<file path="config.mk">
export PLATFORM = sky130hd
export DESIGN_NAME = processed_frame_reader_flat
export DESIGN_NICKNAME = d
export VERILOG_FILES = /design/src/rtl/processed_frame_reader_if.sv /design/src/rtl/processed_frame_reader.sv /design/src/flat_wrapper.sv
export SDC_FILE = /design/constraint.sdc
export NUM_CORES = 1
export LEC_CHECK = 0
export ABC_CLOCK_PERIOD_IN_PS = 4000
export CAP_MARGIN = 10
export CELL_PAD_IN_SITES_DETAIL_PLACEMENT = 1
export CELL_PAD_IN_SITES_GLOBAL_PLACEMENT = 1
export CORE_MARGIN = 3
export CORE_UTILIZATION = 27
export CTS_CLUSTER_SIZE = 8
export DETAILED_ROUTE_END_ITERATION = 12
export PLACE_DENSITY_LB_ADDON = 0.1
export SLEW_MARGIN = 20
export SYNTH_ARGS = -nofsm -noshare
export SYNTH_HDL_FRONTEND = slang
export SYNTH_SLANG_ARGS = --single-unit
</file>
<file path="constraint.sdc">
create_clock -name clk_p -period 4 [get_ports clk_p]
set_input_delay 0.6 -clock clk_p [delete_from_list [all_inputs] [get_ports clk_p]]
set_output_delay 0.6 -clock clk_p [all_outputs]
set_load 0.02 [all_outputs]
</file>
<file path="src/rtl/processed_frame_reader_if.sv">
// Processing-memory read port plus the outgoing pixel stream of processed_frame_reader.
// master = the reader; slave = memory/downstream side.
interface processed_frame_reader_if #(
  parameter int DATA_WIDTH = 12,
  parameter int ADDR_WIDTH = 19
);
  logic                  r_en;
  logic [ADDR_WIDTH-1:0] r_addr;
  logic [DATA_WIDTH-1:0] r_data;
  logic [DATA_WIDTH-1:0] m_data;
  logic                  m_valid;
  logic                  m_ready;
  logic                  m_eol;
  logic                  m_last;

  modport master (
    output r_en, r_addr, m_data, m_valid, m_eol, m_last,
    input  r_data, m_ready
  );

  modport slave (
    input  r_en, r_addr, m_data, m_valid, m_eol, m_last,
    output r_data, m_ready
  );
endinterface

</file>
<file path="src/rtl/processed_frame_reader.sv">
// Streams a finished frame out of the processing memory on start's rising edge; 2 cycles from r_en to m_valid.
// Reads are throttled so a 2-entry FIFO absorbs m_ready backpressure. Optional BORDER_BLANK_EN zeroes border pixels.
module processed_frame_reader #(
  parameter int DATA_WIDTH  = 12,
  parameter int ADDR_WIDTH  = 19,
  parameter int DATA_LENGTH = 120000,
  parameter int IMG_WIDTH   = 300
) (
  input  logic                     clk_p,
  input  logic                     rst_n,
  input  logic                     start,
  processed_frame_reader_if.master bus,
  output logic                     busy,
  output logic                     done
);

  localparam int COL_WIDTH = (IMG_WIDTH > 1) ? $clog2(IMG_WIDTH) : 1;
  localparam logic [ADDR_WIDTH-1:0] LAST_IDX = ADDR_WIDTH'(DATA_LENGTH - 1);
  localparam logic [COL_WIDTH-1:0]  LAST_COL = COL_WIDTH'(IMG_WIDTH - 1);
`ifdef BORDER_BLANK_EN
  localparam logic [ADDR_WIDTH-1:0] ROW1_IDX     = ADDR_WIDTH'(IMG_WIDTH);
  localparam logic [ADDR_WIDTH-1:0] LAST_ROW_IDX = ADDR_WIDTH'(DATA_LENGTH - IMG_WIDTH);
`endif

  typedef enum logic [1:0] {S_IDLE, S_FETCH, S_DRAIN, S_DONE} state_t;

  typedef struct packed {
    logic                  last;
    logic                  eol;
    logic [DATA_WIDTH-1:0] data;
  } entry_t;

  state_t                state_q, state_d;
  logic                  start_prev_q, start_prev_d;
  logic [ADDR_WIDTH-1:0] rd_idx_q, rd_idx_d;
  logic [COL_WIDTH-1:0]  col_q, col_d;
  logic                  inflight_q, inflight_d;
  logic                  tag_eol_q, tag_eol_d;
  logic                  tag_last_q, tag_last_d;
`ifdef BORDER_BLANK_EN
  logic                  tag_blank_q, tag_blank_d;
`endif
  entry_t                fifo_q [2];
  entry_t                fifo_d [2];
  logic                  wr_ptr_q, wr_ptr_d;
  logic                  rd_ptr_q, rd_ptr_d;
  logic [1:0]            count_q, count_d;

  logic   issue, push, pop;
  entry_t head, wr_entry;

  always_comb begin
    head  = fifo_q[rd_ptr_q];
    pop   = (count_q != 2'd0) && bus.m_ready;
    push  = inflight_q;
    // Reads already in flight count against FIFO space, so a push never meets a full FIFO.
    issue = (state_q == S_FETCH) && ((count_q + {1'b0, inflight_q}) < 2'd2);

    wr_entry.last = tag_last_q;
    wr_entry.eol  = tag_eol_q;
    wr_entry.data = bus.r_data;
`ifdef BORDER_BLANK_EN
    if (tag_blank_q) wr_entry.data = '0;
`endif

    state_d      = state_q;
    start_prev_d = start;
    rd_idx_d     = rd_idx_q;
    col_d        = col_q;
    inflight_d   = issue;
    tag_eol_d    = (col_q == LAST_COL);
    tag_last_d   = (rd_idx_q == LAST_IDX);
`ifdef BORDER_BLANK_EN
    tag_blank_d  = (col_q == '0) || (col_q == LAST_COL) ||
                   (rd_idx_q < ROW1_IDX) || (rd_idx_q >= LAST_ROW_IDX);
`endif

    case (state_q)
      S_IDLE: begin
        if (start && !start_prev_q) begin
          rd_idx_d = '0;
          col_d    = '0;
          state_d  = S_FETCH;
        end
      end
      S_FETCH: begin
        if (issue) begin
          // Index parks on the last address instead of running past the frame.
          if (rd_idx_q == LAST_IDX) state_d = S_DRAIN;
          else                      rd_idx_d = rd_idx_q + 1'b1;
          col_d = (col_q == LAST_COL) ? '0 : col_q + 1'b1;
        end
      end
      S_DRAIN: begin
        if (pop && head.last) state_d = S_DONE;
      end
      S_DONE:  state_d = S_IDLE;
      default: state_d = S_IDLE;
    endcase

    fifo_d = fifo_q;
    if (push) fifo_d[wr_ptr_q] = wr_entry;
    wr_ptr_d = wr_ptr_q ^ push;
    rd_ptr_d = rd_ptr_q ^ pop;
    case ({push, pop})
      2'b10:   count_d = count_q + 2'd1;
      2'b01:   count_d = count_q - 2'd1;
      default: count_d = count_q;
    endcase
  end

  always_ff @(posedge clk_p or negedge rst_n) begin
    if (!rst_n) begin
      state_q      <= S_IDLE;
      start_prev_q <= 1'b0;
      rd_idx_q     <= '0;
      col_q        <= '0;
      inflight_q   <= 1'b0;
      tag_eol_q    <= 1'b0;
      tag_last_q   <= 1'b0;
`ifdef BORDER_BLANK_EN
      tag_blank_q  <= 1'b0;
`endif
      for (int i = 0; i < 2; i++) fifo_q[i] <= '0;
      wr_ptr_q     <= 1'b0;
      rd_ptr_q     <= 1'b0;
      count_q      <= 2'd0;
    end else begin
      state_q      <= state_d;
      start_prev_q <= start_prev_d;
      rd_idx_q     <= rd_idx_d;
      col_q        <= col_d;
      inflight_q   <= inflight_d;
      tag_eol_q    <= tag_eol_d;
      tag_last_q   <= tag_last_d;
`ifdef BORDER_BLANK_EN
      tag_blank_q  <= tag_blank_d;
`endif
      fifo_q       <= fifo_d;
      wr_ptr_q     <= wr_ptr_d;
      rd_ptr_q     <= rd_ptr_d;
      count_q      <= count_d;
    end
  end

  assign bus.r_en    = issue;
  assign bus.r_addr  = rd_idx_q;
  assign bus.m_valid = (count_q != 2'd0);
  assign bus.m_data  = head.data;
  assign bus.m_eol   = head.eol;
  assign bus.m_last  = head.last;
  assign busy        = (state_q == S_FETCH) || (state_q == S_DRAIN);
  assign done        = (state_q == S_DONE);

endmodule
</file>
<file path="src/flat_wrapper.sv">
// flat-port wrapper written by rule: the top's interface ports become plain ports
module processed_frame_reader_flat 
#(
  parameter int DATA_WIDTH  = 12,
  parameter int ADDR_WIDTH  = 19,
  parameter int DATA_LENGTH = 120000,
  parameter int IMG_WIDTH   = 300
)
  (clk_p, rst_n, start, busy, done, bus_r_en, bus_r_addr, bus_m_data, bus_m_valid, bus_m_eol, bus_m_last, bus_r_data, bus_m_ready);
  processed_frame_reader_if #(.DATA_WIDTH(DATA_WIDTH), .ADDR_WIDTH(ADDR_WIDTH)) bus_i ();
  input  logic clk_p;
  input  logic rst_n;
  input  logic start;
  output logic busy;
  output logic done;
  output wire logic [$bits(bus_i.r_en)-1:0] bus_r_en;
  output wire logic [$bits(bus_i.r_addr)-1:0] bus_r_addr;
  output wire logic [$bits(bus_i.m_data)-1:0] bus_m_data;
  output wire logic [$bits(bus_i.m_valid)-1:0] bus_m_valid;
  output wire logic [$bits(bus_i.m_eol)-1:0] bus_m_eol;
  output wire logic [$bits(bus_i.m_last)-1:0] bus_m_last;
  input wire logic [$bits(bus_i.r_data)-1:0] bus_r_data;
  input wire logic [$bits(bus_i.m_ready)-1:0] bus_m_ready;
  assign bus_r_en = bus_i.r_en;
  assign bus_r_addr = bus_i.r_addr;
  assign bus_m_data = bus_i.m_data;
  assign bus_m_valid = bus_i.m_valid;
  assign bus_m_eol = bus_i.m_eol;
  assign bus_m_last = bus_i.m_last;
  assign bus_i.r_data = bus_r_data;
  assign bus_i.m_ready = bus_m_ready;
  processed_frame_reader #(.DATA_WIDTH(DATA_WIDTH), .ADDR_WIDTH(ADDR_WIDTH), .DATA_LENGTH(DATA_LENGTH), .IMG_WIDTH(IMG_WIDTH)) u_core (.clk_p(clk_p), .rst_n(rst_n), .start(start), .bus(bus_i), .busy(busy), .done(done));
endmodule
</file>
# [Yosys cells after proc, flatten, opt, wreduce, memory -nomap -nowiden]
# Cells that the tools add are included.
[word_totals] ram_bits=0 romBits=0 output_inout_bits=37 input_bits=16 wordCells=75 register_bits=66 latch_bits=0 mem_count=0
[op_classes] addsub=5 magnitude_cmp=4 n_div=0 n_eq_ne=12 n_mul=0 shift=0 reduce_logical=14 bitwise_logic=4 n_mux=20
[op_table] op="2-to-1 mux 19 bit" count=3
[op_table] op="2-to-1 mux 14 bit" count=4
[op_table] op="one-hot mux 19 bit (2 select lines)" count=1
[op_table] op="bitwise mux 28 bit" count=1
[op_table] op="2-to-1 mux 9 bit" count=3
[op_table] op="adder 19 x 1 -> 19 bit (second input constant)" count=1
[op_table] op="== test 19 x 17 -> 1 bit (second input constant)" count=1
[op_table] op="one-hot mux 9 bit (2 select lines)" count=1
[op_table] op="demux 14 bit (select 1 bit)" count=1
[op_table] op="adder 9 x 1 -> 9 bit (second input constant)" count=1
[op_table] op="== test 9 bit (second input constant)" count=1
[op_table] op="2-to-1 mux 2 bit" count=4
[op_table] op="inequality test 2 x 1 -> 1 bit (second input constant)" count=4
[op_table] op="one-hot mux 2 bit (4 select lines)" count=1
[op_table] op="AND reduction 4 bit" count=2
[op_table] op="== test 2 bit (second input constant)" count=3
[op_table] op="nonzero test 2 bit" count=3
[op_table] op="logical AND 1 bit" count=5
[op_table] op="== test 2 x 1 -> 1 bit (second input constant)" count=2
[op_table] op=">= comparator 2 bit (second input constant)" count=2
[op_table] op="inverter 1 -> 2 bit" count=2
[op_table] op="one-hot mux 2 bit (2 select lines)" count=1
[op_table] op="AND reduction 3 bit" count=1
[op_table] op="adder 2 x 1 -> 2 bit" count=1
[op_table] op="9 further kinds" count=10

# [Longest topological paths before layout]
# Gate-level depths: netlist of the first run.
[depth] ltp_word=7 mapped_depth=9 ltp_nobuf=7

# [Worst setup path after synthesis of the first run]
# Ideal clock, no wire load.
[synth_timing] kind="reg-to-reg" startpoint="reg u_core.state_q[1]" endpoint="reg u_core.col_q[5]" setup_time_ps=92 t_required_ps=3908 synth_period_minus_slack_ps=2018 path_stages_with_launch=10 slack_ps=1982 n_path_buf=2 arrival_time_ps=1927 cell_sequence="dfrtp_1 inv_1 ha_1 buf_6 and2_4 a221oi_4 o21ai_2 or2_1 buf_6 o31ai_2"
[synth_via] elab_chain_len=4 word_cells_on_any_way=8 cone_classes="3 x eq/ne; 1 x mux; 4 x reduce/logical"
[synth_rtl] element="from (decl)" line="processed_frame_reader.sv:33" text="state_t state_q, state_d;"
[synth_rtl] element="from (signal assigned)" line="processed_frame_reader.sv:129" text="state_q <= state_d;"
[synth_rtl] element="== test 2 x 1 -> 1 bit" line="processed_frame_reader.sv:57, processed_frame_reader.sv:78"
[synth_rtl] element="logical AND 1 bit" line="processed_frame_reader.sv:57" text="issue = (state_q == S_FETCH) && ((count_q + {1'b0, inflight_q}) < 2'd2);"
[synth_rtl] element="inequality test 2 x 1 -> 1 bit (no line)"
[synth_rtl] element="AND reduction 3 bit (no line)"
[synth_rtl] element="to (signal assigned)" line="processed_frame_reader.sv:132" text="col_q <= col_d;"
[synth_rtl] element="to (decl)" line="processed_frame_reader.sv:36" text="logic [COL_WIDTH-1:0] col_q, col_d;"
# Parallel ways exist; a longest one is shown, timed or not.
# A chain may end at the register's enable or synchronous reset.

# [Final worst setup path of the first run]
[layout_timing] startpoint="reg u_core.rd_ptr_q" endpoint="out bus_m_last"
[layout_via] elab_chain_len=4
[layout_rtl] element="from (decl)" line="processed_frame_reader.sv:46" text="logic rd_ptr_q, rd_ptr_d;"
[layout_rtl] element="from (signal assigned)" line="processed_frame_reader.sv:141" text="rd_ptr_q <= rd_ptr_d;"
[layout_rtl] element="inverter 1 -> 2 bit (not written as such)" line="processed_frame_reader.sv:53" text="head = fifo_q[rd_ptr_q];"
[layout_rtl] element="2-to-1 mux 14 bit (not written as such) (3 in series)" line="processed_frame_reader.sv:53"
[layout_rtl] element="to (decl)" line="flat_wrapper.sv:21" text="output wire logic [$bits(bus_i.m_last)-1:0] bus_m_last;"
# No other way between the ends. The select of a mux whose other input is x is not followed.

==> results of run 1 <==
==> cells by family (layout without fill, tap and decap cells) <==
| group | Yosys count | count (layout) | share of synthesized area (%) |
|---|---|---|---|
| compound gates | 63 | 63 | 12.7 |
| mux | 43 | 43 | 14.5 |
| xor+xnor | 5 | 5 | 1.31 |
| fa+ha+maj | 10 | 10 | 3.74 |
| simple gates | 96 | 96 | 15.5 |
| flops | 66 | 66 | 49.4 |
| buf+inv | 22 | 80 | 2.96 |
==> synth_stat cells, drive strengths merged (2+ instances only) <==
library cell | instances | area, um^2
inv | 8 | 30.0
a21o | 2 | 15.0
nand4 | 6 | 37.5
o21ai | 30 | 154
xor2 | 2 | 17.5
ha | 10 | 125
nand2b | 6 | 37.5
dfrtp | 66 | 1650
nor4 | 3 | 25.0
clkbuf | 11 | 41.3
nand2 | 21 | 78.8
o31ai | 5 | 57.6
nor3 | 3 | 15.0
nand4b | 2 | 17.5
mux2 | 43 | 484
nor2b | 4 | 25.0
and3 | 5 | 31.3
or2 | 4 | 25.0
nand3 | 17 | 90.1
nor2 | 16 | 60.1
o211ai | 2 | 15.0
xnor2 | 3 | 26.3
or4 | 2 | 15.0
buf | 3 | 27.5
a31oi | 10 | 62.6
and2 | 3 | 21.3
a21oi | 7 | 35.0
==> worst max path at each step <==
| stage | startpoint | end | slack (ps) | cells after the start |
|---|---|---|---|---|
| after global routing | u_core.rd_ptr_q | bus_m_eol | 1190 | 2 |
| after detailed placement | start | u_core.bus.r_addr[18] | 1290 | 7 |
| after global placement | start | u_core.bus.r_addr[18] | 1320 | 7 |
| final | u_core.rd_ptr_q | bus_m_last | 1310 | 2 |
| after CTS | u_core.rd_ptr_q | bus_m_last | 1240 | 2 |
| after floorplan | u_core.state_q[1] | u_core.col_q[5] | 1980 | 9 |
==> stage by stage <==
step           cell area (um^2)  hold slack (ps)  std cells  worst slack, ps  power (mW)
2_1_floorplan              3340              304        305             1980        2.09
3_3_place_gp               4030              485        515             1320        2.65
3_5_place_dp               4030              494        515             1290        2.67
4_1_cts                    4360              375        531             1240        3.57
5_1_grt                    4360              411        531             1190        3.75
6_report                   4360              350        531             1310        3.49
==> worst max-delay path, stage by stage, from the launching register on <==
cell and delay [ps]:
dfrtp_1 790, mux2_2 430, clkdlybuf4s50_1 540
==> flip-flops by register name, summed over array words and instances, names as in the netlist <==
| register | flops |
|---|---|
| u_core.tag_eol_q | 1 |
| u_core.rd_ptr_q | 1 |
| u_core.tag_last_q | 1 |
| u_core.col_q | 9 |
| u_core.count_q | 2 |
| u_core.state_q | 2 |
| u_core.bus.r_addr | 19 |
| u_core.inflight_q | 1 |
| u_core.fifo_q | 28 |
| u_core.start_prev_q | 1 |
| u_core.wr_ptr_q | 1 |
==> layer usage <==
| metal | up-vias | wire length (um) |
|---|---|---|
| met1 | 1304 | 4010 |
| met3 | 10 | 323 |
| met4 | 0 | 146 |
| li1 | 1210 | - |
| met2 | 52 | 4150 |
| met5 | - | 0 |
==> cell type report <==
| class | count | area [um^2] | area share (%) |
|---|---|---|---|
| clock buffers | 9 | 225 | 5.17 |
| clock inverters | 7 | 101 | 2.33 |
| inverters | 8 | 30.0 | 0.689 |
| multi-input cells | 217 | 1590 | 36.6 |
| flip-flops and latches | 66 | 1650 | 37.9 |
| well taps | 168 | 210 | 4.82 |
| repair buffers | 56 | 546 | 12.5 |
==> where the power goes <==
part	internal [mW]	leakage, nW	total [mW]	switching (mW)
combinational	0.731	0.842	1.50	0.767
sequential	0.895	0.814	1.12	0.227
clock	0.551	0.153	0.867	0.316
total	2.18	1.81	3.49	1.31
==> impl_results.md, run 1 <==
* Drt pass-1 iters at 4
* DRC at 0
* DR vias/cell at 4.85
* Fillers at 1343
* Clock period minus worst slack at 2690 ps
* Initial antenna violation count at 0
* I/O pins at 53
* Num rows at 40
* Startpoint types: flip-flop
* Main synth FF type: dfrtp_1
* Worst slew pin tran at 780 ps
* Core footprint at 12100 um^2
* Outcome: finished clean
* Final setup skew at 6.08 ps
* Hold crit path type: primary input to asynchronous set/reset pin
* Initial Util at 27.7%
* Final setup violation count at 0
* Gp weighted congestion at 0.787
* Worst vdd ir at 213 uV
* Finished Core Util at 36.1%
* Synth warnings at 0
* Syn Inst Count at 305
* Layout cells sized above 1 at 20.9%
* Final Slew Violations at 0
* Fin Setup TNS at 0 ps
* Global-route wire length before repair at 14600 um
* Commonest non-fill, non-tap cell in the layout: dfrtp_1
* Number of global-route vias before repair at 2797
* CTS Buf Count at 9
* Final Hold Fails at 0
* Die height at 117 um
* Routed wire per std cell at 16.3 um
* Vias after detailed routing at 2576
* Commonest non-fill, non-tap cells in the layout: dfrtp_1 (66), clkdlybuf4s50_1 (51), mux2_2 (42)
* Post-DRT Antenna Nets at 0
* Post-CTS sizing at 0
* CTS Sinks at 66
* Slew headroom at 48.0%
* Die area at 13800 um^2
* GRT Resource Usage Total at 13.8%
* Largest net degree at the start of global routing at 34
* Post-synth EDFFs at 0
* Grt ovf at 0
* Root buffer cell: clkbuf_16
* R2r setup slk at 1440 ps
* Reg-to-reg startpoint: u_core.state_q[1]
* Hold-fix buffers, CTS at 0
* Unrepaired setup endpoints after global routing: no
* Total wire length at 8630 um
* Register area share after synthesis at 49.4%
* Detail Placement HPWL at 5920 um
* Final net count at 384
* Critical path endpoint category: output pin
* Worst Reg2Reg Path Length in Cells at 9
* Setup Buffers After CTS at 0
* Crit-path max FO at 15
* Busiest grt layer: met2
* F_max at 0.372 GHz
* Antenna Diode Count at 0
* Mapped Avg Cell Area at 11.0 um^2
* Post-synth ARST share at 100%
* Die X at 117 um
* WP data arrival at 2090 ps
* Met1 Usage GRT at 17.7%
* Reg-to-reg endpoint: u_core.bus.r_addr[18]
* Met3 GRT Util at 2.57%
* Crit path kind: flip-flop to output pin
* Clock tree buffer depth at 2
* CTS tree: done
* Cell Pwr Density at 800 nW/um^2
* Syn Nets at 331
* Clock-pin slew on the worst setup and hold paths at 60 ps
* Synth Cell Area at 3340 um^2
* Port Buffers at 52
* Max-cap check violation count at 0
* Final period utilization at 67.3%
* Area grow syn2layout at 30.3%
* DR iter-0 viols at 148
* Leakage at 1.81 nW
* FF+latch count, synth at 66
* Critical Path RT at 3400 ps
* M2 GR Usage at 22.8%
* Htree depth at 3
* Post-synth cell types at 48
* Clk_lat worst skew at 330 ps
Power figures use the tool's default switching activity.
==> inputs of run 2 (changes only) <==
--- a/config.mk
+++ b/config.mk
@@ -5,7 +5,7 @@
 export SDC_FILE = /design/constraint.sdc
 export NUM_CORES = 1
 export LEC_CHECK = 0
-export ABC_CLOCK_PERIOD_IN_PS = 4000
+export ABC_CLOCK_PERIOD_IN_PS = 2800
 export CAP_MARGIN = 10
 export CELL_PAD_IN_SITES_DETAIL_PLACEMENT = 1
 export CELL_PAD_IN_SITES_GLOBAL_PLACEMENT = 1
==> constraint.sdc (replaced) <==
create_clock -name clk_p -period 2.8 [get_ports clk_p]
set_input_delay 0.42 -clock clk_p [delete_from_list [all_inputs] [get_ports clk_p]]
set_output_delay 0.42 -clock clk_p [all_outputs]
set_load 0.02 [all_outputs]
==> run 2 against run 1 <==
  * Hold slack worse by 55 ps
  * Highest routed layer unchanged
  * Design area shrank 0.37%
  * Sequential cell count unchanged
  * Combinational power rose by 48%
  * Clock power is 27% higher
  * Setup slack worse by 1000 ps
  * Total power is 41% higher
==> impl_results.md, run 2 (synthesized netlist as in run 1, its figures left out) <==
* Outcome: finished clean
* Slew headroom at 40.8% (-7.3 points)
* DR vias/cell at 4.76 (-2.0%)
* Root buffer cell: clkbuf_16
* Leakage at 1.81 nW (-0.11%)
* Final setup skew at 4.08 ps (-2.00 ps)
* Core footprint at 12100 um^2 (unchanged)
* Final period utilization at 90.1%
* Die X at 117 um (unchanged)
* Unrepaired setup endpoints after global routing: no
* Num rows at 40 (unchanged)
* Buf+Inv Stages, Crit Path at 3 (+2)
* Final Hold Fails at 0 (unchanged)
* Final setup violation count at 0 (unchanged)
* Die area at 13800 um^2 (unchanged)
* Total wire length at 8720 um (+1.1%)
* Hold crit path type: primary input to asynchronous set/reset pin
* Family with the most delay on the worst path: buffers and inverters
* Number of global-route vias before repair at 2751 (-1.6%)
* Drt pass-1 iters at 4 (unchanged)
* Worst slew pin tran at 889 ps (+109 ps)
* Grt ovf at 0 (unchanged)
* Vias after detailed routing at 2540 (-1.4%)
* Die height at 117 um (unchanged)
* Post-DRT Antenna Nets at 0 (unchanged)
* Global-route wire length before repair at 14700 um (+0.57%)
* Critical Path RT at 2380 ps (-1020 ps)
* Crit-path max FO at 17 (+2)
* F_max at 0.396 GHz
* I/O pins at 53 (unchanged)
* Area grow syn2layout at 29.8%
* DRC at 0 (unchanged)
* Worst-path cell chain: inv_1 -> ha_1 -> buf_4 -> and2_1 -> clkdlybuf4s50_1
* Clk_lat worst skew at 330 ps (about the same)
* CTS Buf Count at 9 (unchanged)
* Layout cells sized above 1 at 21.0% (+0.10 points)
* Post-CTS sizing at 0 (unchanged)
* Crit path kind: flip-flop to output pin
* Initial antenna violation count at 0 (unchanged)
* Setup Buffers After CTS at 0 (unchanged)
* Clock-pin slew on the worst setup and hold paths at 50 ps (about the same)
* Flip-flop count of the largest register after layout at 28 (unchanged)
* Htree depth at 3 (unchanged)
* Final net count at 387 (+0.78%)
* CP peak stage delay at 610 ps (-180 ps)
* GRT Resource Usage Total at 14.1% (+0.28 points)
* Max-cap check violation count at 0 (unchanged)
* Gp weighted congestion at 0.777 (-1.4%)
* CTS tree: done
* Critical path endpoint category: output pin
* Hold-fix buffers, CTS at 0 (unchanged)
* Largest Register: u_core.fifo_q
* Final Slew Violations at 0 (unchanged)
* Slowest CP cell: clkdlybuf4s50_1
* Commonest non-fill, non-tap cell in the layout: dfrtp_1
* Power Total at 4.90 mW (+41%)
* CTS Sinks at 66 (unchanged)
* Clock period minus worst slack at 2520 ps
* Startpoint types: flip-flop
* Antenna Diode Count at 0 (unchanged)
* Worst vdd ir at 275 uV (+29%)
* DR iter-0 viols at 117 (-21%)
* Clock tree buffer depth at 2 (unchanged)
* Routed wire per std cell at 16.3 um (+0.50%)
* Fin Setup TNS at 0 ps (unchanged)
* WP data arrival at 2100 ps (about the same)
* Detail Placement HPWL at 5910 um (-0.12%)
* Port Buffers at 52 (unchanged)
* Commonest non-fill, non-tap cells in the layout: dfrtp_1 (66), clkdlybuf4s50_1 (51), mux2_2 (42)
* Initial Util at 27.7% (unchanged)
* Cell Pwr Density at 1130 nW/um^2 (+41%)
* Largest net degree at the start of global routing at 67 (+97%)
==> run 2: cell count changes in the layout (fill, tap and decap cells not counted), sizes merged <==
cell / change
clkinv: +1
clkbuf: +2
buf: +3
bufinv: -1
inv: -2
==> run 2: through the flow <==
| step | cell area [um^2] | utilization, % | hold WS [ps] | worst slack (ps) | cells |
|---|---|---|---|---|---|
| after floorplan | 3340 | - | 124 | 782 | 305 |
| after global placement | 4050 | 33.6 | 483 | 526 | 518 |
| after detailed placement | 4050 | 33.6 | 490 | 500 | 518 |
| after CTS | 4340 | 36.0 | 334 | 225 | 534 |
| after global routing | 4340 | 36.0 | 373 | 142 | 534 |
| final | 4340 | 36.0 | 294 | 277 | 534 |
==> run 2: layout make-up <==
| class | count | area, um^2 |
|---|---|---|
| clock buffers | 11 | 233 |
| clock inverters | 5 | 55.1 |
| fillers | 1337 | 7720 |
| inverters | 8 | 30.0 |
| multi-input cells | 217 | 1590 |
| flip-flops and latches | 66 | 1650 |
| well taps | 168 | 210 |
| repair buffers | 59 | 568 |
==> run 2: worst paths after layout <==
kind                                          to  cells past startpoint               from  slack [ps]
hold / removal                 u_core.fifo_q[14]                      2              rst_n         290
min in group clk_p               u_core.col_q[8]                      1    u_core.col_q[8]         500
setup / recovery                        bus_r_en                      5  u_core.state_q[1]         280
max in group asynchronous       u_core.fifo_q[9]                      2              rst_n        1930
hold reg to reg                  u_core.col_q[8]                      1    u_core.col_q[8]         500
setup reg to reg           u_core.bus.r_addr[18]                      8  u_core.state_q[1]         610
==> run 2: routing by layer <==
layer / global-route usage, % / wire length (um)
met1: 17.9 / 4060
met2: 22.7 / 4170
met3: 5.24 / 395
met4: 3.67 / 95
met5: 0 / 0
==> run 2: where the power goes <==
group | switching, mW | internal, mW | total (mW)
clock | 0.417 | 0.686 | 1.10
sequential | 0.296 | 1.28 | 1.58
combinational | 1.14 | 1.09 | 2.22
total | 1.85 | 3.05 | 4.90
==> run 2: worst reg2reg max path: stages (launching register included) <==
cell and delay, ps:
dfrtp_1 400, inv_1 100, ha_1 220, and2_4 170, a221oi_4 360, o21ai_2 130
buf_4 190, or4_1 470, nand3_1 100
